<file path="config.mk">
export PLATFORM = sky130hd
export DESIGN_NAME = rvfi_trace_monitor_flat
export DESIGN_NICKNAME = d
export VERILOG_FILES = /design/src/rtl/rvfi_trace_monitor_if.sv /design/src/rtl/rvfi_trace_monitor.sv /design/src/flat_wrapper.sv
export SDC_FILE = /design/constraint.sdc
export NUM_CORES = 2
export LEC_CHECK = 0
export ABC_AREA = 0
export CAP_MARGIN = 25
export CORE_AREA = 2 2 316 318
export CTS_CLUSTER_SIZE = 20
export DETAILED_ROUTE_END_ITERATION = 12
export DIE_AREA = 0 0 318 320
export PLACE_DENSITY = 0.8
export SLEW_MARGIN = 0
export SYNTH_ARGS = -nofsm -noshare
export SYNTH_HDL_FRONTEND = slang
export SYNTH_SLANG_ARGS = --single-unit
</file>
<file path="constraint.sdc">
create_clock -name clk -period 11.2 [get_ports clk]
set_input_delay 1.68 -clock clk [delete_from_list [all_inputs] [get_ports clk]]
set_output_delay 1.68 -clock clk [all_outputs]
set_load 0.02 [all_outputs]
</file>
<file path="src/rtl/rvfi_trace_monitor_if.sv">
// RVFI retirement bundle plus the trace valid/ready stream.
// master: hart/consumer side, slave: the trace monitor.
interface rvfi_trace_monitor_if;
  logic        rvfi_valid;
  logic [63:0] rvfi_order;
  logic [31:0] rvfi_insn;
  logic        rvfi_halt;
  logic [4:0]  rvfi_rd_addr;
  logic [31:0] rvfi_rd_wdata;
  logic [31:0] rvfi_pc_rdata;
  logic [31:0] rvfi_pc_wdata;
  logic [31:0] rvfi_mem_addr;
  logic [3:0]  rvfi_mem_rmask;
  logic [3:0]  rvfi_mem_wmask;
  logic        trace_valid;
  logic        trace_ready;
  logic [63:0] trace_data;

  modport master (
    output rvfi_valid, rvfi_order, rvfi_insn, rvfi_halt,
    output rvfi_rd_addr, rvfi_rd_wdata,
    output rvfi_pc_rdata, rvfi_pc_wdata,
    output rvfi_mem_addr, rvfi_mem_rmask, rvfi_mem_wmask,
    output trace_ready,
    input  trace_valid, trace_data
  );

  modport slave (
    input  rvfi_valid, rvfi_order, rvfi_insn, rvfi_halt,
    input  rvfi_rd_addr, rvfi_rd_wdata,
    input  rvfi_pc_rdata, rvfi_pc_wdata,
    input  rvfi_mem_addr, rvfi_mem_rmask, rvfi_mem_wmask,
    input  trace_ready,
    output trace_valid, trace_data
  );
endinterface

</file>
<file path="src/rtl/rvfi_trace_monitor.sv">
// RVFI retirement checker with sticky first-error capture and a
// {pc, insn} trace FIFO. Ports: clk, rst_n, bus (RVFI in, trace
// stream out), drop_count, err, err_code, err_order.
module rvfi_trace_monitor #(
  parameter int unsigned DEPTH    = 16,
  parameter logic [31:0] RESET_PC = 32'h0000_0000
) (
  input  logic                 clk,
  input  logic                 rst_n,
  rvfi_trace_monitor_if.slave  bus,
  output logic [15:0]          drop_count,
  output logic                 err,
  output logic [2:0]           err_code,
  output logic [63:0]          err_order
);

  localparam int AW = $clog2(DEPTH);
  typedef logic [AW:0] ptr_t;

  logic [63:0] exp_order_q, exp_order_d;
  logic [31:0] exp_pc_q, exp_pc_d;
  logic        halted_q, halted_d;
  logic        err_q, err_d;
  logic [2:0]  err_code_q, err_code_d;
  logic [63:0] err_order_q, err_order_d;
  logic [15:0] drop_q, drop_d;
  ptr_t        wr_ptr_q, wr_ptr_d;
  ptr_t        rd_ptr_q, rd_ptr_d;
  logic [63:0] mem_q [DEPTH];

  logic        rv;
  logic        empty, full, pop, push, drop;
  ptr_t        count;
  logic [3:0]  mask;
  logic        mem_ok;
  logic [2:0]  code;
  logic        unused_addr;

  assign rv = bus.rvfi_valid;
  assign unused_addr = ^bus.rvfi_mem_addr[31:2];

  assign count = wr_ptr_q - rd_ptr_q;
  assign empty = (wr_ptr_q == rd_ptr_q);
  assign full  = (count == ptr_t'(DEPTH));
  assign pop   = !empty && bus.trace_ready;
  // A full FIFO still takes a push when a pop frees the slot.
  assign push  = rv && (!full || pop);
  assign drop  = rv && full && !pop;

  assign bus.trace_valid = !empty;
  // Head entry cannot be overwritten until popped, so it stays stable.
  assign bus.trace_data  = empty ? 64'h0 : mem_q[rd_ptr_q[AW-1:0]];

  assign mask = bus.rvfi_mem_rmask | bus.rvfi_mem_wmask;

  always_comb begin
    mem_ok = 1'b0;
    case (mask)
      4'b0000: mem_ok = 1'b1;
      4'b0001, 4'b0010,
      4'b0100, 4'b1000: mem_ok = 1'b1;
      4'b0011, 4'b1100: mem_ok = !bus.rvfi_mem_addr[0];
      4'b1111: mem_ok = (bus.rvfi_mem_addr[1:0] == 2'b00);
      default: mem_ok = 1'b0;
    endcase
  end

  // Lowest code wins when several checks fire together.
  always_comb begin
    code = 3'd0;
    if (bus.rvfi_order != exp_order_q)
      code = 3'd1;
    else if (bus.rvfi_pc_rdata != exp_pc_q)
      code = 3'd2;
    else if (bus.rvfi_rd_addr == 5'd0 && bus.rvfi_rd_wdata != 32'd0)
      code = 3'd3;
    else if (!mem_ok)
      code = 3'd4;
    else if (halted_q)
      code = 3'd5;
  end

  always_comb begin
    exp_order_d = exp_order_q;
    exp_pc_d    = exp_pc_q;
    halted_d    = halted_q;
    err_d       = err_q;
    err_code_d  = err_code_q;
    err_order_d = err_order_q;
    drop_d      = drop_q;
    wr_ptr_d    = wr_ptr_q;
    rd_ptr_d    = rd_ptr_q;
    if (rv) begin
      exp_order_d = bus.rvfi_order + 64'd1;
      exp_pc_d    = bus.rvfi_pc_wdata;
      halted_d    = halted_q | bus.rvfi_halt;
      if (!err_q && code != 3'd0) begin
        err_d       = 1'b1;
        err_code_d  = code;
        err_order_d = bus.rvfi_order;
      end
    end
    if (push)
      wr_ptr_d = wr_ptr_q + ptr_t'(1);
    if (pop)
      rd_ptr_d = rd_ptr_q + ptr_t'(1);
    if (drop && drop_q != 16'hFFFF)
      drop_d = drop_q + 16'd1;
  end

  always_ff @(posedge clk or negedge rst_n) begin
    if (!rst_n) begin
      exp_order_q <= '0;
      exp_pc_q    <= RESET_PC;
      halted_q    <= 1'b0;
      err_q       <= 1'b0;
      err_code_q  <= '0;
      err_order_q <= '0;
      drop_q      <= '0;
      wr_ptr_q    <= '0;
      rd_ptr_q    <= '0;
    end else begin
      exp_order_q <= exp_order_d;
      exp_pc_q    <= exp_pc_d;
      halted_q    <= halted_d;
      err_q       <= err_d;
      err_code_q  <= err_code_d;
      err_order_q <= err_order_d;
      drop_q      <= drop_d;
      wr_ptr_q    <= wr_ptr_d;
      rd_ptr_q    <= rd_ptr_d;
    end
  end

  // Storage is not reset; empty gating keeps trace_data at zero.
  always_ff @(posedge clk) begin
    if (push)
      mem_q[wr_ptr_q[AW-1:0]] <= {bus.rvfi_pc_rdata, bus.rvfi_insn};
  end

  assign drop_count = drop_q;
  assign err        = err_q;
  assign err_code   = err_code_q;
  assign err_order  = err_order_q;

endmodule

</file>
<file path="src/flat_wrapper.sv">
// flat-port wrapper written by rule: the top's interface ports become plain ports
module rvfi_trace_monitor_flat 
#(
  parameter int unsigned DEPTH    = 16,
  parameter logic [31:0] RESET_PC = 32'h0000_0000
)
  (clk, rst_n, drop_count, err, err_code, err_order, bus_rvfi_valid, bus_rvfi_order, bus_rvfi_insn, bus_rvfi_halt, bus_rvfi_rd_addr, bus_rvfi_rd_wdata, bus_rvfi_pc_rdata, bus_rvfi_pc_wdata, bus_rvfi_mem_addr, bus_rvfi_mem_rmask, bus_rvfi_mem_wmask, bus_trace_ready, bus_trace_valid, bus_trace_data);
  rvfi_trace_monitor_if bus_i ();
  input  logic clk;
  input  logic rst_n;
  output logic [15:0] drop_count;
  output logic err;
  output logic [2:0] err_code;
  output logic [63:0] err_order;
  input wire logic [$bits(bus_i.rvfi_valid)-1:0] bus_rvfi_valid;
  input wire logic [$bits(bus_i.rvfi_order)-1:0] bus_rvfi_order;
  input wire logic [$bits(bus_i.rvfi_insn)-1:0] bus_rvfi_insn;
  input wire logic [$bits(bus_i.rvfi_halt)-1:0] bus_rvfi_halt;
  input wire logic [$bits(bus_i.rvfi_rd_addr)-1:0] bus_rvfi_rd_addr;
  input wire logic [$bits(bus_i.rvfi_rd_wdata)-1:0] bus_rvfi_rd_wdata;
  input wire logic [$bits(bus_i.rvfi_pc_rdata)-1:0] bus_rvfi_pc_rdata;
  input wire logic [$bits(bus_i.rvfi_pc_wdata)-1:0] bus_rvfi_pc_wdata;
  input wire logic [$bits(bus_i.rvfi_mem_addr)-1:0] bus_rvfi_mem_addr;
  input wire logic [$bits(bus_i.rvfi_mem_rmask)-1:0] bus_rvfi_mem_rmask;
  input wire logic [$bits(bus_i.rvfi_mem_wmask)-1:0] bus_rvfi_mem_wmask;
  input wire logic [$bits(bus_i.trace_ready)-1:0] bus_trace_ready;
  output wire logic [$bits(bus_i.trace_valid)-1:0] bus_trace_valid;
  output wire logic [$bits(bus_i.trace_data)-1:0] bus_trace_data;
  assign bus_i.rvfi_valid = bus_rvfi_valid;
  assign bus_i.rvfi_order = bus_rvfi_order;
  assign bus_i.rvfi_insn = bus_rvfi_insn;
  assign bus_i.rvfi_halt = bus_rvfi_halt;
  assign bus_i.rvfi_rd_addr = bus_rvfi_rd_addr;
  assign bus_i.rvfi_rd_wdata = bus_rvfi_rd_wdata;
  assign bus_i.rvfi_pc_rdata = bus_rvfi_pc_rdata;
  assign bus_i.rvfi_pc_wdata = bus_rvfi_pc_wdata;
  assign bus_i.rvfi_mem_addr = bus_rvfi_mem_addr;
  assign bus_i.rvfi_mem_rmask = bus_rvfi_mem_rmask;
  assign bus_i.rvfi_mem_wmask = bus_rvfi_mem_wmask;
  assign bus_i.trace_ready = bus_trace_ready;
  assign bus_trace_valid = bus_i.trace_valid;
  assign bus_trace_data = bus_i.trace_data;
  rvfi_trace_monitor #(.DEPTH(DEPTH), .RESET_PC(RESET_PC)) u_core (.clk(clk), .rst_n(rst_n), .bus(bus_i), .drop_count(drop_count), .err(err), .err_code(err_code), .err_order(err_order));
endmodule
</file>
-- Word level (Yosys, flattened, before mapping)
Memories as Yosys holds them, arrays and structs flattened.
Index checks and enable logic that the tools add are counted.
- bitwise operators: 2
- reduce and logical (&&, ||, !) cells: 21
- $add $sub $neg: 5
- equality and inequality tests: 12
- mux-type cells: 9
- operators with widths (kind ; count):
    $add A64 B1 Y64 const B ; 1
    $mux W64 ; 1
    $ne A64 B64 Y1 ; 1
    $ne A32 B32 Y1 ; 1
    $reduce_bool A32 Y1 ; 1
    $add A16 B1 Y16 const B ; 1
    $ne A16 B16 Y1 const B ; 1
    $mux W3 ; 5
    $eq A4 B4 Y1 const B ; 3
    $add A5 B1 Y5 const B ; 2
    $eq A4 B2 Y1 const B ; 2
    $logic_and A1 B1 Y1 ; 7
    $eq A5 B5 Y1 ; 1
    $eq A5 B5 Y1 const B ; 1
    $logic_not A1 Y1 ; 5
    $logic_not A5 Y1 ; 1
    $reduce_or A5 Y1 ; 1
    $sub A5 B5 Y5 ; 1
    $eq A4 B1 Y1 const B ; 1
    $eq A4 B3 Y1 const B ; 1
    $logic_not A4 Y1 ; 1
    $or A4 B4 Y4 ; 1
    $pmux W1 S3 ; 1
    $reduce_bool A3 Y1 ; 1
    6 further kinds ; 7
- memories kept: 1
- register bits after elaboration: 191
- input port bits: 242
- output and inout bits: 149
- memory bits (writable): 1024
- memories (memory ; depth ; bits a word ; rd ports ; clocked after memory_dff ; write ports ; RTL line ; source):
    u_core.mem_q ; 16 ; 64 ; 1 ; 0 ; 1 ; rvfi_trace_monitor.sv:29 ; logic [63:0] mem_q [DEPTH];

-- Logic depth before layout (Yosys ltp)
- depth after elaboration: 11
- gate-level depth with buffers: 12

-- Worst setup path after synthesis
Ideal clock, no wire load.
- kind: register to register
- from: reg u_core.rd_ptr_q[1]
- to: mem u_core.mem_q[3][0] (enable)
- slack: 3.880 ns
- buffers on the path: 3
- arrival: 6.756 ns
- cell stages (with the launch flop): 12
- clock period less this slack: 7.320 ns
- library setup time: 0.564 ns
- cell sequence: dfrtp_1 -> clkbuf_1 -> clkbuf_1 -> clkbuf_1 -> inv_1 -> ha_1 -> nor2b_1 -> o21ai_0 -> a21boi_0 -> o21ai_1 -> nand3_1 -> nor3_1
- cells in the longest elaborated chain, start to end: 7
- elaborated cells on any way between the ends: 10
- classes of those cells: 1 x add/sub; 2 x eq/ne; 2 x mux; 5 x reduce/logical
- RTL lines (item ; RTL line ; source):
    start, declared ; rvfi_trace_monitor.sv:28 ; ptr_t rd_ptr_q, rd_ptr_d;
    start signal, assigned ; rvfi_trace_monitor.sv:131 ; rd_ptr_q <= rd_ptr_d;
    $sub A5 B5 Y5 or $eq A5 B5 Y1 (tied branches) ; rvfi_trace_monitor.sv:42, rvfi_trace_monitor.sv:43 ;
    $eq A5 B5 Y1 or $logic_not A1 Y1 (tied branches) ; rvfi_trace_monitor.sv:44, rvfi_trace_monitor.sv:45 ;
    $logic_not A1 Y1 or $logic_and A1 B1 Y1 (tied branches) ; rvfi_trace_monitor.sv:47, rvfi_trace_monitor.sv:45 ;
    $logic_or A1 B1 Y1 (*) ; rvfi_trace_monitor.sv:47 ; assign push = rv && (!full || pop);
    $logic_and A1 B1 Y1 (*) ; rvfi_trace_monitor.sv:47 ;
    $mux W1 (*) ; rvfi_trace_monitor.sv:137 ; if (push)
    $mux W1 (implied by the code) (*) ; rvfi_trace_monitor.sv:138 ; mem_q[wr_ptr_q[AW-1:0]] <= {bus.rvfi_pc_rdata, bus.rvfi_insn};
    end, declared ; rvfi_trace_monitor.sv:29 ;
Every way passes the cells marked *; elsewhere a longest branch is shown, timed or not.

-- Final worst setup path
- from: reg u_core.rd_ptr_q[0]
- to: out bus_trace_data[44]
- cells in the longest elaborated chain, start to end: 2
- elaborated cells on any way between the ends: 3
- classes of those cells: 1 x eq/ne; 1 x mux; 1 x memory
- RTL lines (item ; RTL line ; source):
    $mem_v2 Z16 W64 or $eq A5 B5 Y1 (tied branches) ; n/a ;
    $mux W64 (*) ; rvfi_trace_monitor.sv:52 ; assign bus.trace_data = empty ? 64'h0 : mem_q[rd_ptr_q[AW-1:0]];
    end, declared ; flat_wrapper.sv:28 ; output wire logic [$bits(bus_i.trace_data)-1:0] bus_trace_data;
Marked as above.

==> summary.md <==
| Metric | Value |
|---|---|
| Dpl cells | 3,980 |
| Gp weighted congestion | 0.871 |
| Detailed Routing Iterations Pass 1 | 8 |
| DRC | 0 |
| Worst Setup Slack, final | ~4.8 ns |
| Die height | 320 um |
| Final min period | 6.40 ns |
| Number of synthesized register bits | 1,215 |
| Setup TNS Final | 0 ns |
| Aggregate routed wire length | 123,000 um |
| Fin crit share | 57.2% |
| Most used flip-flop cell after synthesis | edfxtp_1 |
| Critical Path Fanout Max | 96 |
| Initial DRC count | 2,638 |
| Post-CTS Resized | 0 |
| Post-DP HPWL | 67,300 um |
| Worst slack, placed | about 5.1 ns |
| Kind of critical path | flip-flop to output port |
| Sequential area share after synthesis | around 73% |
| CP top delay family | buffers and inverters |
| Hold Vio Cnt, Final | 0 |
| Vias | around 25,000 |
| Largest net degree at the start of global routing | 190 |
| Die X | ~320 um |
| Multi-input logic area | ~13,000 um^2 |
| Slowest-stage cell, CP | dfrtp_4 |
| Worst path cell trace | buf_12 -> ha_1 -> nand2_1 -> or3_4 -> and2_1 -> clkdlybuf4s50_1 |
| Worst-path clk slew | 0.07 ns |
| Skew-Pair Late Insertion Delay | 0.73 ns |
| Clock Sinks | 1,215 |
| Final Max Tran Viols | 0 |
| All-layer global routing usage | 24.2% |
| Clock tree buffer depth | 3 |
| Mapped Nets | around 2,700 |
| Mean Syn Cell Area | 20.2 um^2 |
| Syn-to-layout area delta | 19.0% |
| Storage element area | 35,500 um^2 |
| CP bufs+invs | 2 |
| Max IR drop VDD | between 0.0003 and 0.0004 V |
| Non-Filler Instances | 4,213 |
| CP required | 9.52 ns |
| Vias per cell | 6.04 |
| Initial antenna violation count | 21 |
| I/O Buffers | 360 |
| Reg2reg start | u_core.rd_ptr_q[0]$_DFFE_PN0P_ |
| Share of cells above drive strength 1 | 23.3% |
| Initial Util | 50.0% |
| Core area | 98,000 um^2 |
| Yosys cell types | 50 |
| Netlist Area Pre-Place | 48,900 um^2 |
| Num CTS Buffers | ~120 |
| Commonest cells after routing, fill and taps aside | 1,024 x edfxtp_1, 358 x clkdlybuf4s50_1, 320 x mux4_2 |
| Total setup buffers inserted after CTS | 0 |
| Leak pwr | 0.0193 uW |
| Fin Clk Skew | 0.0523 ns |
| Number of nets in the layout | 3,068 |
| Global-route wire length before repair | 180,000 um |
| Slew headroom | 18.4% |
| IO Pins | about 400 |
| Rows | 115 |
| Setup violators final | 0 |
| Max-cap violations | 0 |
| CTS H-tree depth | 3 |
| GRT overflow | 0 |
| FILL cells | 6,780 |
| Worst setup startpoint | u_core.rd_ptr_q[0]$_DFFE_PN0P_ |
| Worst Setup End Kind | output port |
| Async SR Flop Fraction | between 15 and 20% |
| Crit path arrival time | 4.72 ns |
| Status | finished clean |
| DR WL/cell | just under 30 um |
| Hold Buf Count CTS | 0 |
| Number of global-route vias before repair | about 27,000 |
| CP peak stage delay | 1.00 ns |
| Cells after Synth | between 2,000 and 2,500 |
| CP startpoint kind | flip-flop |
| CTS tree | built |
| Hold Path Class | flip-flop to flip-flop |
| Min-delay src | u_core.rd_ptr_q[4]$_DFFE_PN0P_ |
| Cell Pwr Density | 245 nW/um^2 |
| Final Power | ~14,000 uW |
| Die Area | approximately 100,000 um^2 |
| Number of synthesized flops with an enable pin | 1,024 |
| Yosys Warn Count | 0 |
| Most common cell after layout, fill and taps aside | edfxtp_1 |
| Slew @ Worst Pin | 1.22 ns |
| CTS root buffer | clkbuf_16 |
| Max Freq | between 150 and 200 MHz |
| ANT nets after route | 0 |
| RSZ-0062 raised after global routing | no |
[synth_stat cells (17+ instances only)]
cell      instances  area share (%)
and2_1           72            0.92
dfrtp_1         191             9.8
nor4_1           35            0.45
buf_1            19            0.15
mux4_2          320              15
a21oi_1          65            0.66
nand4_1          42            0.54
mux2_2           51             1.2
buf_2            21            0.21
and3_1           30            0.38
nand3_1          30            0.31
xnor2_1          27            0.48
edfxtp_1       1024              63
xor2_1          156             2.8
nand2_1          34            0.26
clkbuf_1         74            0.57
mux2_4           49             1.5
nor3_1           17            0.17
nor2_1           82            0.63
[flip-flops by register name (all words and copies together), names as in the netlist]
name and flops:
u_core.exp_order_q 64, u_core.err_order 64, u_core.exp_pc_q 32, u_core.mem_q 1024, u_core.drop_count 16, u_core.rd_ptr_q 5
u_core.err_code 3, u_core.err 1, u_core.wr_ptr_q 5, u_core.halted_q 1
[final timing paths]
kind	endpoint	slack [ns]	depth (start not counted)
setup reg to reg	u_core.mem_q[1][61]$_DFFE_PP_	5.40	9
min in group asynchronous	u_core.err_order[29]$_DFFE_PN0P_	0.95	1
hold reg to reg	u_core.rd_ptr_q[4]$_DFFE_PN0P_	0.50	1
hold / removal	u_core.rd_ptr_q[4]$_DFFE_PN0P_	0.50	1
setup / recovery	bus_trace_data[44]	4.80	6
max in group asynchronous	u_core.exp_order_q[31]$_DFFE_PN0P_	9.14	3
[logic make-up (layout without fill, tap and decap cells)]
logic type               count (synthesis)  count (layout)  synth area share (%)
XOR/XNOR                               183             183                  3.27
AND/OR/NAND/NOR                        377             377                  4.28
other                                    0               8                     0
buffers and inverters                  138             630                  1.23
multiplexers                           421             421                  17.4
AO/OA/AOI/OAI                           81              81                 0.925
adder cells (fa/ha/maj)                 11              11                 0.281
flip-flops                            1215            1215                  72.6
[cell type report]
cell class	count	area share, %
timing repair buffer	393	6.79
antenna	8	0.0344
sequential	1215	61.0
clock buffer	130	5.13
inverter	15	0.103
multi-input combinational	1073	22.2
clock inverter	92	2.03
tap	1287	2.76
[stage by stage]
step                utilization, %  hold WS, ns  area, um^2
floorplan                        -        0.437       48900
global placement              55.1        0.460       54000
detailed placement            55.1        0.483       54000
CTS                           59.4        0.499       58200
global route                  59.5        0.509       58300
finish                        59.5        0.498       58300
[report_power, final]
part           switching [uW]  total, uW  leakage (uW)  internal, uW
Clock                    1790       4220       0.00198          2430
Combinational            2150       4340       0.00579          2190
Sequential                299       5690        0.0115          5390
[layer usage]
layer  share of wire, %  track usage, %  vias to the layer above  wire [um]
met4                3.1            8.32                       26       3800
met5               0.14               0                        -        166
met1                 37            30.3                    13300      45100
met2                 52            42.2                     1330      63600
met3                8.1            4.90                      246       9930
li1                   -               -                    10600          -
(Power assumes the default switching activity.)
